<file path="src/rtl/snake_pkg.sv">
// Shared types and helpers for the snake direction/length controller.
package snake_pkg;

    typedef enum logic [1:0] {
        DIR_UP    = 2'b00,
        DIR_LEFT  = 2'b01,
        DIR_RIGHT = 2'b10,
        DIR_DOWN  = 2'b11
    } dir_t;

    typedef enum logic [1:0] {
        IDLE = 2'b00,
        RUN  = 2'b01,
        DEAD = 2'b10
    } ctrl_state_t;

    localparam int unsigned SizeW = 6;

    // Directions are encoded so that the opposite is the bitwise inverse.
    function automatic dir_t opposite(input dir_t d);
        return dir_t'(~d);
    endfunction

endpackage

</file>
<file path="src/rtl/key_edge.sv">
// One push-button path: 2-flop synchronizer followed by a rising-edge pulse.
module key_edge (
    input  logic clk,
    input  logic reset,
    input  logic key_i,
    output logic press_o
);

    logic sync1_q, sync2_q, prev_q;

    always_ff @(posedge clk) begin
        if (reset) begin
            sync1_q <= 1'b0;
            sync2_q <= 1'b0;
            prev_q  <= 1'b0;
        end else begin
            sync1_q <= key_i;
            sync2_q <= sync1_q;
            prev_q  <= sync2_q;
        end
    end

    assign press_o = sync2_q & ~prev_q;

endmodule

</file>
<file path="src/rtl/snake_dir_ctrl.sv">
// Snake control stage: key decoding, direction commit per step, length tracking and step strobe.
module snake_dir_ctrl
    import snake_pkg::*;
#(
    parameter int unsigned STEP_CYCLES = 256,
    parameter int unsigned INIT_SIZE   = 3,
    parameter int unsigned MAX_SIZE    = 63
) (
    input  logic             clk,
    input  logic             reset,
    input  logic             key_up,
    input  logic             key_left,
    input  logic             key_right,
    input  logic             key_down,
    input  logic             apple_eaten,
    input  logic             game_over,
    output logic [1:0]       next_dir,
    output logic [SizeW-1:0] size,
    output logic             step,
    output logic             running
);

    localparam int unsigned CntW = (STEP_CYCLES > 1) ? $clog2(STEP_CYCLES) : 1;
    localparam logic [CntW-1:0]  CntLast  = CntW'(STEP_CYCLES - 1);
    localparam logic [SizeW-1:0] SizeInit = SizeW'(INIT_SIZE);
    localparam logic [SizeW-1:0] SizeMax  = SizeW'(MAX_SIZE);

    logic [3:0] press;

    key_edge u_key_up (
        .clk     (clk),
        .reset   (reset),
        .key_i   (key_up),
        .press_o (press[3])
    );

    key_edge u_key_left (
        .clk     (clk),
        .reset   (reset),
        .key_i   (key_left),
        .press_o (press[2])
    );

    key_edge u_key_right (
        .clk     (clk),
        .reset   (reset),
        .key_i   (key_right),
        .press_o (press[1])
    );

    key_edge u_key_down (
        .clk     (clk),
        .reset   (reset),
        .key_i   (key_down),
        .press_o (press[0])
    );

    ctrl_state_t      state_q, state_d;
    dir_t             next_dir_q, next_dir_d;
    dir_t             pending_q, pending_d;
    logic [CntW-1:0]  cnt_q, cnt_d;
    logic [SizeW-1:0] size_q, size_d;

    logic req_valid;
    dir_t req_dir;
    logic step_cycle;

    // Fixed priority: up > left > right > down.
    always_comb begin
        req_valid = |press;
        req_dir   = DIR_UP;
        if (press[3]) begin
            req_dir = DIR_UP;
        end else if (press[2]) begin
            req_dir = DIR_LEFT;
        end else if (press[1]) begin
            req_dir = DIR_RIGHT;
        end else if (press[0]) begin
            req_dir = DIR_DOWN;
        end
    end

    assign step_cycle = (state_q == RUN) && (cnt_q == CntLast);

    always_ff @(posedge clk) begin
        if (reset) begin
            state_q    <= IDLE;
            next_dir_q <= DIR_UP;
            pending_q  <= DIR_UP;
            cnt_q      <= '0;
            size_q     <= SizeInit;
        end else begin
            state_q    <= state_d;
            next_dir_q <= next_dir_d;
            pending_q  <= pending_d;
            cnt_q      <= cnt_d;
            size_q     <= size_d;
        end
    end

    always_comb begin
        state_d    = state_q;
        next_dir_d = next_dir_q;
        pending_d  = pending_q;
        cnt_d      = cnt_q;
        size_d     = size_q;
        unique case (state_q)
            IDLE: begin
                cnt_d  = '0;
                size_d = SizeInit;
                if (req_valid) begin
                    next_dir_d = req_dir;
                    pending_d  = req_dir;
                    state_d    = RUN;
                end
            end
            RUN: begin
                // game_over freezes everything else on this edge.
                if (game_over) begin
                    state_d = DEAD;
                end else begin
                    cnt_d = step_cycle ? '0 : cnt_q + CntW'(1);
                    // Reversal is judged against the committed direction only.
                    if (req_valid && (req_dir != opposite(next_dir_q))) begin
                        pending_d = req_dir;
                    end
                    if (step_cycle) begin
                        next_dir_d = pending_q;
                    end
                    if (apple_eaten && (size_q != SizeMax)) begin
                        size_d = size_q + SizeW'(1);
                    end
                end
            end
            DEAD: begin
                if (req_valid && !game_over) begin
                    state_d = IDLE;
                    size_d  = SizeInit;
                    cnt_d   = '0;
                end
            end
            default: begin
                state_d = IDLE;
            end
        endcase
    end

    always_comb begin
        step    = step_cycle;
        running = (state_q == RUN);
    end

    assign next_dir = next_dir_q;
    assign size     = size_q;

endmodule

</file>
<file path="config.mk">
export PLATFORM = sky130hd
export DESIGN_NAME = snake_dir_ctrl
export DESIGN_NICKNAME = d
export VERILOG_FILES = /design/src/rtl/snake_pkg.sv /design/src/rtl/key_edge.sv /design/src/rtl/snake_dir_ctrl.sv
export SDC_FILE = /design/constraint.sdc
export NUM_CORES = 1
export LEC_CHECK = 0
export CAP_MARGIN = 20
export CORE_MARGIN = 5
export CORE_UTILIZATION = 42
export DETAILED_ROUTE_END_ITERATION = 6
export GPL_TIMING_DRIVEN = 0
export PLACE_DENSITY = 0.59
export SYNTH_ARGS = -nofsm -noshare
export SYNTH_HDL_FRONTEND = slang
export SYNTH_SLANG_ARGS = --single-unit
export TNS_END_PERCENT = 30
</file>
<file path="constraint.sdc">
create_clock -name clk -period 2.4 [get_ports clk]
set_clock_uncertainty 0.15 [all_clocks]
set_input_delay 0.48 -clock clk [delete_from_list [all_inputs] [get_ports clk]]
set_output_delay 0.48 -clock clk [all_outputs]
set_load 0.02 [all_outputs]
</file>
# Yosys cells after proc, flatten, opt, wreduce, memory -nomap -nowiden
# Cells that the tools add are included.
# W data, S select, Z words.
# word_totals
reg_bits	32
in_bits	8
output_inout_bits	10
word_cells	77
# classes
n_addsub	2
eq_ne	12
mux	23
n_bitwise	9
reduce_logical	14
# op_table
cell	count
$mux W2	12
$mux W8	3
$pmux W8 S3	1
$mux W6	3
$pmux W6 S3	1
$reduce_and A4 Y1	3
$add A8 B1 Y8 const B	1
$eq A8 B8 Y1 const B	1
$ne A2 B2 Y1 const B	4
$pmux W2 S2	2
$add A6 B1 Y6 const B	1
$ne A2 B1 Y1 const B	3
$ne A6 B6 Y1 const B	1
$pmux W2 S3	1
$reduce_and A3 Y1	2
$and A1 B1 Y1	4
$logic_and A1 B1 Y1	4
$not A1 Y1	4
$reduce_or A4 Y1	1
$reduce_bool A3 Y1	1
$eq A2 B1 Y1 const B	1
$eq A2 B2 Y1 const B	1
$logic_not A2 Y1	1
$ne A2 B2 Y1	1
3 further kinds	3

# Logic depth before layout (Yosys ltp)
# Gate-level depths: netlist (run 1).
# logic_depth
word_depth	11
mapped_depth	6
ltp_nobuf	6

# Modules after synthesis
# From an unflattened synthesis (run 1), not the netlist that was laid out.
# hier_totals
hier_cells	182
area_unflattened_um2	1585.3
# modules_own_cells
module	n_inst	cells_each	area_each_um2	seq_area_each_um2
snake_dir_ctrl	1	154	1234.9	400.4
key_edge	4	7	87.6	60.1

# Least setup slack after synthesis (run 1)
# OpenSTA, ideal clock, no wires.
# synth_path
path_kind	reg2reg
startpoint	register u_key_up.sync2_q
endpoint	register next_dir_q[1] (netlist: next_dir[1])
setup_time_ps	130
arrival_time_ps	1513
required_ps	2120
slack_ps	607
path_stages_with_launch	7
n_path_buf	1
path_cell_list	dfxtp_1 nor2b_4 buf_6 or4_4 o221ai_2 mux2i_1 nor2_1
# synth_via
elab_chain_len	4
word_cells_on_any_way	7
# synth_lines
item	line_no	text
from (decl)	key_edge.sv:9	logic sync1_q, sync2_q, prev_q;
from (signal assigned)	key_edge.sv:18	sync2_q <= sync1_q;
$and A1 B1 Y1 *	key_edge.sv:23	assign press_o = sync2_q & ~prev_q;
$reduce_or A4 Y1 or $mux W2 (tied branches)	snake_dir_ctrl.sv:70, snake_dir_ctrl.sv:72	
$ne A2 B2 Y1 (no source line) or $mux W2 (tied branches)	--	
$reduce_and A4 Y1 (no source line) or $pmux W2 S2 (tied branches)	--	
to (signal assigned)	snake_dir_ctrl.sv:94	next_dir_q <= next_dir_d;
to (decl)	snake_dir_ctrl.sv:59	dir_t next_dir_q, next_dir_d;
# Mark *: on every way between the ends. The rest lies on a longest branch, timed or not. The select of a mux whose other input is x is not followed.
# A chain may end at the register's enable or synchronous reset.

# Worst setup path after layout (run 1)
# layout_path
startpoint	register cnt_q[0]
endpoint	output step
# layout_via
elab_chain_len	2
# layout_lines
item	line_no	text
from (decl)	snake_dir_ctrl.sv:61	logic [CntW-1:0] cnt_q, cnt_d;
from (signal assigned)	snake_dir_ctrl.sv:96	cnt_q <= cnt_d;
$eq A8 B8 Y1	snake_dir_ctrl.sv:83	assign step_cycle = (state_q == RUN) && (cnt_q == CntLast);
$logic_and A1 B1 Y1	snake_dir_ctrl.sv:83	
to (decl)	snake_dir_ctrl.sv:19	output logic step,
# Every way passes these cells.

==> results of run 1 <==
layout make-up:
cell class	count	area, um2
sequential	32	642
timing repair buffer	17	168
tap	46	57.6
multi-input combinational	122	776
clock inverter	1	5.00
fill	328	1610
buffer	4	30.0
inverter	3	11.3
clock buffer	6	41.3
power by group through the flow:
stage                     sequential [W]  clock [W]  combinational, W
after floorplan                 0.000584          0          0.000109
after global placement          0.000580          0          0.000166
after detailed placement        0.000581          0          0.000167
after CTS                       0.000569   0.000297          0.000168
after global routing            0.000573   0.000332          0.000182
final                           0.000569   0.000279          0.000167
what timing repair did:
action / 4_1_cts / 5_1_grt
resized for setup: 3 / 1
endpoints found under the setup margin: 2 / 1
setup buffers: 0 / 0
worst paths after layout:
path | start | endpoint | slack (ns) | cells after the start
max | cnt_q[0]$_SDFFE_PP0P_ | step | 0.17 | 4
min | u_key_up.sync1_q$_SDFF_PP0_ | u_key_up.sync2_q$_SDFF_PP0_ | 0.30 | 1
max reg2reg | u_key_up.sync2_q$_SDFF_PP0_ | size[1]$_SDFFE_PP1P_ | 0.49 | 6
min reg2reg | u_key_up.sync1_q$_SDFF_PP0_ | u_key_up.sync2_q$_SDFF_PP0_ | 0.30 | 1
cell usage in the layout (no fill, tap or decap), types with 4 or more instances in the layout:
cell             Yosys  final
nor2_1              20     20
nand4_1              4      4
clkbuf_4             0      5
nand2_1             11     11
xor2_1               4      4
nor3_1               4      4
clkdlybuf4s50_1      0     15
nand3_1              4      4
nor2b_1             16     16
o21ai_0              4      4
dfxtp_1             32     31
a21oi_1              7      7
registers in the layout, summed over array words and instances, names as in the netlist:
register / count
u_key_right.prev_q: 1
u_key_down.sync2_q: 1
u_key_down.sync1_q: 1
u_key_left.prev_q: 1
u_key_up.sync1_q: 1
u_key_down.prev_q: 1
u_key_left.sync1_q: 1
u_key_up.prev_q: 1
u_key_right.sync2_q: 1
u_key_up.sync2_q: 1
pending_q: 2
u_key_left.sync2_q: 1
u_key_right.sync1_q: 1
next_dir: 2
state_q: 2
cnt_q: 8
size: 6
synthesized netlist by cell type (4+ instances only):
library cell | number | share of area
dfxtp_1 | 32 | 0.44
nor2_1 | 20 | 0.052
nor2b_1 | 16 | 0.069
nand2_1 | 11 | 0.028
a21oi_1 | 7 | 0.024
nand3_1 | 4 | 0.014
nand4_1 | 4 | 0.017
nor3_1 | 4 | 0.014
o21ai_0 | 4 | 0.014
xor2_1 | 4 | 0.024
kinds of logic (layout without fill, tap and decap cells):
family          count (synthesis)  in the layout
xor+xnor                        6              6
mux                             1              1
simple gates                   76             76
buf+inv                         7             31
fa+ha+maj                       2              2
compound gates                 37             37
flops                          32             32
metal layers:
metal  wire length (um)  part of all wire
met5                  0                 0
met4                 38             0.013
met3                148             0.050
met2               1410              0.47
met1               1390              0.46
per-stage QoR:
stage | util | std cells | setup slack [ns] | hold WS [ns] | area, um2
after detailed placement | 0.504 | 224 | 0.0690 | 0.277 | 1680
after floorplan | - | 161 | 0.607 | 0.264 | 1460
after global routing | 0.519 | 231 | 0.0478 | 0.315 | 1730
after CTS | 0.518 | 231 | 0.108 | 0.300 | 1730
final | 0.519 | 231 | 0.173 | 0.295 | 1730
after global placement | 0.504 | 224 | 0.0788 | 0.266 | 1680
==> flow_summary.yaml, run 1 <==
run_status:
  status: "finished clean"
grt:
  track_usage: 0.147
  grt.met2_usage: 0.243
  use_met1: 0.159
  gr-total-overflow: 0
  grt_use_met3: 0.0665
  grt_pass1_wl_um: 5040
  grt_pass1_vias: 1201
  busiest_layer: "met2"
  grt_max_degree: 11
  antenna_found_initial: 0
worst_setup_path:
  path_max_fanout: 5
  slowest_delay_ns: 0.39
  path_class: "reg2out"
  end_kind: "output pin"
  crit_path_start_kind: "flop"
  cp.buffers_inverters: 1
  cp.required_ns: 1.77
  cp.arrival_ns: 1.60
  crit_chain: "ha_2 > nand3_1 > nor3_1 > dlygate4sd2_1"
  cpMaxStageDelayCell: "dfxtp_1"
  path_delay_family: "flip-flops"
yosys:
  synth_compound_area_frac: 0.187
  synth_edf_count: 0
  ys_async_sr_fraction: 0
  syn_area_um2: 1460
  yosysWarnings: 0
  avgSynthCellArea_um2: 9.04
  ys_seq_elements: 32
  yosys.cell_types.count: 47
  synth_flop_cell: "dfxtp_1"
  synth_top_family_by_area: "simple AND/OR/NAND/NOR gates"
  synth-xor-area-share: 0.0361
  muxShareOfSynthArea: 0.00688
  synth_nets: 171
  synth-seq-area-share: 0.440
  syn_inst: 161
  synth-simple-area-share: 0.285
  synthAdderAreaFrac: 0.0172
power_and_ir_drop:
  p_seq_frac: 0.561
  fin_total_pwr_w: 0.00101
  worst_ir_drop_vdd_uv: 345
  power_density_nw_per_um2: 586
  combPwrFrac: 0.164
  netSwitchingFraction: 0.277
  leakagePower_nw: 0.625
  power_switching_w: 0.000281
  p_clk_frac: 0.275
  p_int_w: 0.000734
clock_tree:
  ctsHoldBuffers: 0
  cts_buffers: 5
  cts.htree.levels: 2
  clkSlewWorstSetupHoldPaths_ns: 0.09
  cts_tree: "done"
  clk_path_buf_depth: 2
  cts.sinks: 32
  clockRootBuffer: "clkbuf_4"
  clock_latency_ns: 0.33
hold_path:
  hold_path.class: "reg2reg"
drt:
  drc: 0
  num_vias: 1229
  drt_wl_total_um: 2980
  drtIter0Drc: 86
  via_per_inst: 5.32
  wl_per_cell_um: 12.9
  dr.pass1.iters: 4
  final_antenna_net_count: 0
timing:
  fin_crit_sh: 0.928
  final_max_slew_viol_count: 0
  fin_tns_setup_ns: 0
  fin_crit_ns: 2.23
  clock.fmax_mhz: 449
  slew_headroom: 0.669
  hold_violations: 0
  worst_pin_slew_ns: 0.496
  setup_violations: 0
  rsz0062_at_grt: "no"
floorplan:
  die_w_um: 68.9
  num_io_pins: 18
  die_h_um: 68.9
  core_um2: 3340
  die-area_um2: 4740
  num_rows: 21
  start_util: 0.436
final_layout:
  drive_gt1_frac: 0.103
  final_nets: 195
  num_antenna_cells: 0
  areaGrowthSynthToFinish_pct: 18.9
place:
  globalplace.congestion: 0.808
  io_buffers: 17
  hpwl_um: 2150
flow_run:
  drv_cap: 0
(Power assumes the default switching activity.)
==> inputs of run 2 (changes only) <==
- ABC_AREA: not set -> 1
- CTS_BUF_LIST: not set -> sky130_fd_sc_hd__clkbuf_16
==> run 2 against run 1 <==
Effect of this change: synthesized area rose by 7.0%; worst hold slack got worse by 0.040 ns; final area rose by 11%.
==> flow_summary.yaml, run 2 <==
run_status:
  status: "finished clean"
yosys:
  ys_async_sr_fraction: 0
  ys_top_cells_by_area: "dfxtp_1 41%, nand2_1 9.9%, nor2_1 7.0%"
  ys_seq_elements: 32
  synthDominantCellAreaShare: 0.412
  syn_area_um2: 1560
  synth_commonest_cells: "41 x nand2_1, 32 x dfxtp_1, 29 x nor2_1"
  yosysWarnings: 0
  synth-seq-area-share: 0.412
  syn_inst: 209
  synth.most_common_cell: "nand2_1"
  synth_nets: 219
  synth_edf_count: 0
  yosysTopAreaCell: "dfxtp_1"
  avgSynthCellArea_um2: 7.45
  synth_flop_cell: "dfxtp_1"
  yosys.cell_types.count: 27
final_layout:
  largest_register_ffs: 8
  final_nets: 242
  layout_common_cells: "41 x nand2_1, 31 x dfxtp_1, 29 x nor2_1, 25 x inv_1"
  areaGrowthSynthToFinish_pct: 23.4
  stdcell_area_um2: 1920
  layout.cells.non_filler: 281
  num_antenna_cells: 0
  final_common_cell: "nand2_1"
  drive_gt1_frac: 0.155
  top_register: "cnt_q"
clock_tree:
  cts.htree.levels: 2
  clk_path_buf_depth: 2
  clkSlewWorstSetupHoldPaths_ns: 0.05
  clockRootBuffer: "clkbuf_16"
  cts_tree: "done"
  clock_latency_ns: 0.28
  post_cts_buffers: 0
  cts_buffers: 5
  cts.sinks: 32
timing:
  fin_tns_setup_ns: 0
  rsz0062_at_grt: "no"
  fin_crit_sh: 0.945
  finalWorstSetupSlack_ns: 0.131
  setup_violations: 0
  slew_headroom: 0.661
  final_max_slew_viol_count: 0
  clock.fmax_mhz: 441
  fin_crit_ns: 2.27
  worst_pin_slew_ns: 0.509
  hold_violations: 0
  whs_ns: 0.256
drt:
  wl_per_cell_um: 10.7
  final_antenna_net_count: 0
  drt_wl_total_um: 3010
  dr.pass1.iters: 4
  num_vias: 1312
  via_per_inst: 4.67
  drc: 0
  drtIter0Drc: 53
grt:
  gr-total-overflow: 0
  grt_pass1_vias: 1251
  grt_max_degree: 13
  track_usage: 0.135
  grt_pass1_wl_um: 5370
  antenna_found_initial: 0
floorplan:
  die-area_um2: 5020
  num_rows: 22
  num_io_pins: 18
  core_um2: 3630
  start_util: 0.428
  die_w_um: 70.9
  die_h_um: 70.9
hold_path:
  hp-start: "u_key_up.sync1_q$_SDFF_PP0_"
  hold_depth: 2
  hold_path.class: "reg2reg"
  min_delay_worst_endpoint: "u_key_up.sync2_q$_SDFF_PP0_"
power_and_ir_drop:
  power_density_nw_per_um2: 779
  worst_ir_drop_vdd_uv: 539
  leakagePower_nw: 0.797
place:
  placedCellCount: 273
  dp_slack_ns: -0.0386
  io_buffers: 16
  globalplace.congestion: 0.784
  placed_area_um2: 1780
  hpwl_um: 2130
worst_setup_path:
  end_kind: "output pin"
  path_max_fanout: 4
  path_class: "reg2out"
  r2r_cells: 10
  cp.required_ns: 1.77
  r2r_start: "cnt_q[0]$_SDFFE_PP0P_"
  r2r_setup_slack_ns: 0.71
  reg2reg_to: "next_dir[0]$_SDFFE_PP0P_"
  cp.arrival_ns: 1.64
  crit_path_start_kind: "flop"
flow_run:
  drv_cap: 0
-- run 2: cell count changes after synthesis, sizes merged, moves of 4 or more --
cell / delta
a21oi: +10
inv: +27
nand2: +40
nand2b: -4
nand3: +12
nor2: +12
nor2b: -17
-- run 2: logic make-up after synthesis --
logic type	share of synthesized area
AOI/OAI and AO/OA	0.110
xor gates and xnor gates	0.0450
DFF	0.412
and+or+nand+nor	0.334
adders and majority gates	0.0161
buffers and inverters	0.0828
-- run 2: worst max path at each step --
stage | start | end | slack, ns | depth (start not counted)
after global placement | cnt_q[0]$_SDFFE_PP0P_ | step | -0.05 | 8
after CTS | cnt_q[1]$_SDFFE_PP0P_ | step | 0.02 | 8
after detailed placement | cnt_q[0]$_SDFFE_PP0P_ | step | -0.04 | 8
after floorplan | cnt_q[0]$_SDFFE_PP0P_ | step | 0.61 | 7
after global routing | cnt_q[1]$_SDFFE_PP0P_ | step | 0.04 | 8
final | cnt_q[0]$_SDFFE_PP0P_ | step | 0.13 | 8
-- run 2: cell type report --
cell class,count,area [um2]
Buffer,4,16.3
Clock buffer,5,125
Clock inverter,3,23.8
Fill cell,369,1710
Inverter,30,113
Multi-Input combinational cell,143,787
Sequential cell,32,642
Tap cell,48,60.1
Timing Repair Buffer,16,154
-- run 2: power breakdown --
group	total (W)	internal, W	switching [W]
registers	0.000593	0.000566	0.0000269
logic	0.000276	0.000106	0.000171
clock network	0.000626	0.000385	0.000241
total	0.00150	0.00106	0.000439
-- run 2: critical path, stage by stage (launching register included) --
cell	delay [ns]
dfxtp_2	0.36
ha_1	0.18
nand2_1	0.07
inv_2	0.07
nand2_4	0.06
nor3b_4	0.20
nand2_2	0.13
nor2_4	0.12
buf_2	0.17
-- run 2: timing repair --
item	CTS	global route
endpoints found under the setup margin	2	1
cloned	0	0
resized for setup	5	1
hold buffers	0	0
endpoints found under the hold margin	0	0
-- run 2: metal layers --
layer | up-vias | part of all wire | GRT usage
met5 | - | 0 | 0
met4 | 0 | 0.026 | 0.0752
met3 | 6 | 0.041 | 0.0455
met2 | 19 | 0.43 | 0.209
met1 | 587 | 0.50 | 0.165
li1 | 700 | - | -
-- run 2: metrics by stage --
stage          power [W]   util
2_1_floorplan   0.000799      -
3_3_place_gp    0.000882  0.489
3_5_place_dp    0.000883  0.489
4_1_cts          0.00152  0.530
5_1_grt          0.00158  0.529
6_report         0.00150  0.529
==> inputs of run 3 (changes only) <==
- CORE_ASPECT_RATIO: not set -> 1.1
==> run 3 against run 2 <==
Effect of this change: routed wire length down 1.6%; worst setup slack lost 0.025 ns; power down 2.3%; critical path depth unchanged; non-clock buffer count unchanged; highest routed layer unchanged; first-iteration DRC count did not move.
==> flow_summary.yaml, run 3 (synthesis results as in run 2) <==
run_status:
  status: "finished clean"
drt:
  via_per_inst: 4.60
  drtIter0Drc: 53
  num_vias: 1303
  drt_wl_total_um: 2960
  wl_per_cell_um: 10.4
  final_antenna_net_count: 0
  dr.pass1.iters: 4
  drc: 0
timing:
  worst_pin_slew_ns: 0.513
  whs_ns: 0.252
  final_max_slew_viol_count: 0
  hold_violations: 0
  rsz0062_at_grt: "no"
  fin_crit_ns: 2.29
  fin_crit_sh: 0.956
  slew_headroom: 0.658
  clock.fmax_mhz: 436
  setup_violations: 0
  fin_tns_setup_ns: 0
worst_setup_path:
  cp.required_ns: 1.77
  crit_path_start_kind: "flop"
  path_class: "reg2out"
  cpMaxStageDelayCell: "dfxtp_1"
  crit_chain: "ha_1 > nand2_1 > inv_2 > nand2_4 > nor3b_4 > nand2_2 > nor2_4 > buf_2"
  cp.buffers_inverters: 2
  cp.arrival_ns: 1.66
  end_kind: "output pin"
  slowest_delay_ns: 0.37
  path_max_fanout: 4
  path_delay_family: "simple AND/OR/NAND/NOR gates"
place:
  globalplace.congestion: 0.794
  io_buffers: 16
  hpwl_um: 2170
  placedCellCount: 275
clock_tree:
  post_cts_buffers: 0
  cts.htree.levels: 2
  clk_path_buf_depth: 2
  cts_resized: 5
  cts_buffers: 5
  ctsHoldBuffers: 0
  clockRootBuffer: "clkbuf_16"
  cts.sinks: 32
  clock_latency_ns: 0.27
  cts_tree: "done"
  clkSlewWorstSetupHoldPaths_ns: 0.05
final_layout:
  fill_cells: 396
  area.sequential_um2: 641
  layout.cells.non_filler: 283
  final_common_cell: "nand2_1"
  largest_register_ffs: 8
  multiInputGateArea_um2: 787
  layout_common_cells: "41 x nand2_1, 32 x dfxtp_1, 29 x nor2_1, 25 x inv_1"
  areaGrowthSynthToFinish_pct: 22.8
  drive_gt1_frac: 0.146
  final_nets: 242
  num_antenna_cells: 0
  top_register: "cnt_q"
floorplan:
  die-area_um2: 5020
  die_h_um: 73.8
  start_util: 0.429
  num_rows: 23
  core_um2: 3630
  die_w_um: 68.0
  num_io_pins: 18
grt:
  grt_max_degree: 11
  grt_pass1_wl_um: 5330
  track_usage: 0.142
  gr-total-overflow: 0
  antenna_found_initial: 0
  grt_pass1_vias: 1234
power_and_ir_drop:
  p_seq_frac: 0.406
  leakagePower_nw: 0.802
  power_switching_w: 0.000414
  netSwitchingFraction: 0.283
  p_clk_frac: 0.405
  worst_ir_drop_vdd_uv: 463
  power_density_nw_per_um2: 765
  p_int_w: 0.00105
  combPwrFrac: 0.189
flow_run:
  drv_cap: 0
hold_path:
  hold_path.class: "reg2reg"
## run 3: tightest hold or removal path: cells and delay by family, from the launching register on
kind                   cells  cell delay, ns
buffers and inverters      1            0.04
DFF                        1            0.29
and+or+nand+nor            1            0.03
## run 3: area by class of cell
type                    count  area share
plain buffers               4     0.00851
clock buffers               5      0.0654
clock inverters             3     0.00720
inverters                  30      0.0589
multi-input cells         143       0.412
flip-flops and latches     32       0.335
well taps                  50      0.0327
repair buffers             16      0.0805
## run 3: path summary, 6_finish.rpt
kind	from	to	slack (ns)	depth (start not counted)
worst max-delay path	cnt_q[0]$_SDFFE_PP0P_	step	0.11	8
worst min-delay path	u_key_left.sync1_q$_SDFF_PP0_	u_key_left.sync2_q$_SDFF_PP0_	0.25	2
worst max register to register	cnt_q[0]$_SDFFE_PP0P_	next_dir[1]$_SDFFE_PP0P_	0.70	10
worst min register to register	u_key_left.sync1_q$_SDFF_PP0_	u_key_left.sync2_q$_SDFF_PP0_	0.25	2
## run 3: power by group through the flow
stage | Sequential (W) | Combinational, W | Clock, W
final | 0.000594 | 0.000277 | 0.000591
after global routing | 0.000600 | 0.000309 | 0.000649
after CTS | 0.000594 | 0.000281 | 0.000612
after detailed placement | 0.000604 | 0.000281 | 0
after global placement | 0.000604 | 0.000281 | 0
after floorplan | 0.000617 | 0.000182 | 0
## run 3: per-stage QoR
| stage | utilization | total power [W] | setup WS (ns) | instance area (um2) |
|---|---|---|---|---|
| 5_1_grt | 0.527 | 0.00156 | 0.00976 | 1910 |
| 4_1_cts | 0.527 | 0.00149 | 0.0865 | 1910 |
| 3_5_place_dp | 0.491 | 0.000884 | -0.0464 | 1780 |
| 3_3_place_gp | 0.491 | 0.000884 | -0.0526 | 1780 |
| 6_report | 0.527 | 0.00146 | 0.107 | 1910 |
| 2_1_floorplan | - | 0.000799 | 0.609 | 1560 |
## run 3: per-layer routing
| layer | wire length, um | part of all wire | GRT usage | vias to the layer above |
|---|---|---|---|---|
| met5 | 0 | 0 | 0 | - |
| met4 | 59 | 0.020 | 0.0706 | 0 |
| met3 | 98 | 0.033 | 0.0535 | 6 |
| met2 | 1350 | 0.46 | 0.213 | 13 |
| met1 | 1450 | 0.49 | 0.176 | 580 |
| li1 | - | - | - | 704 |
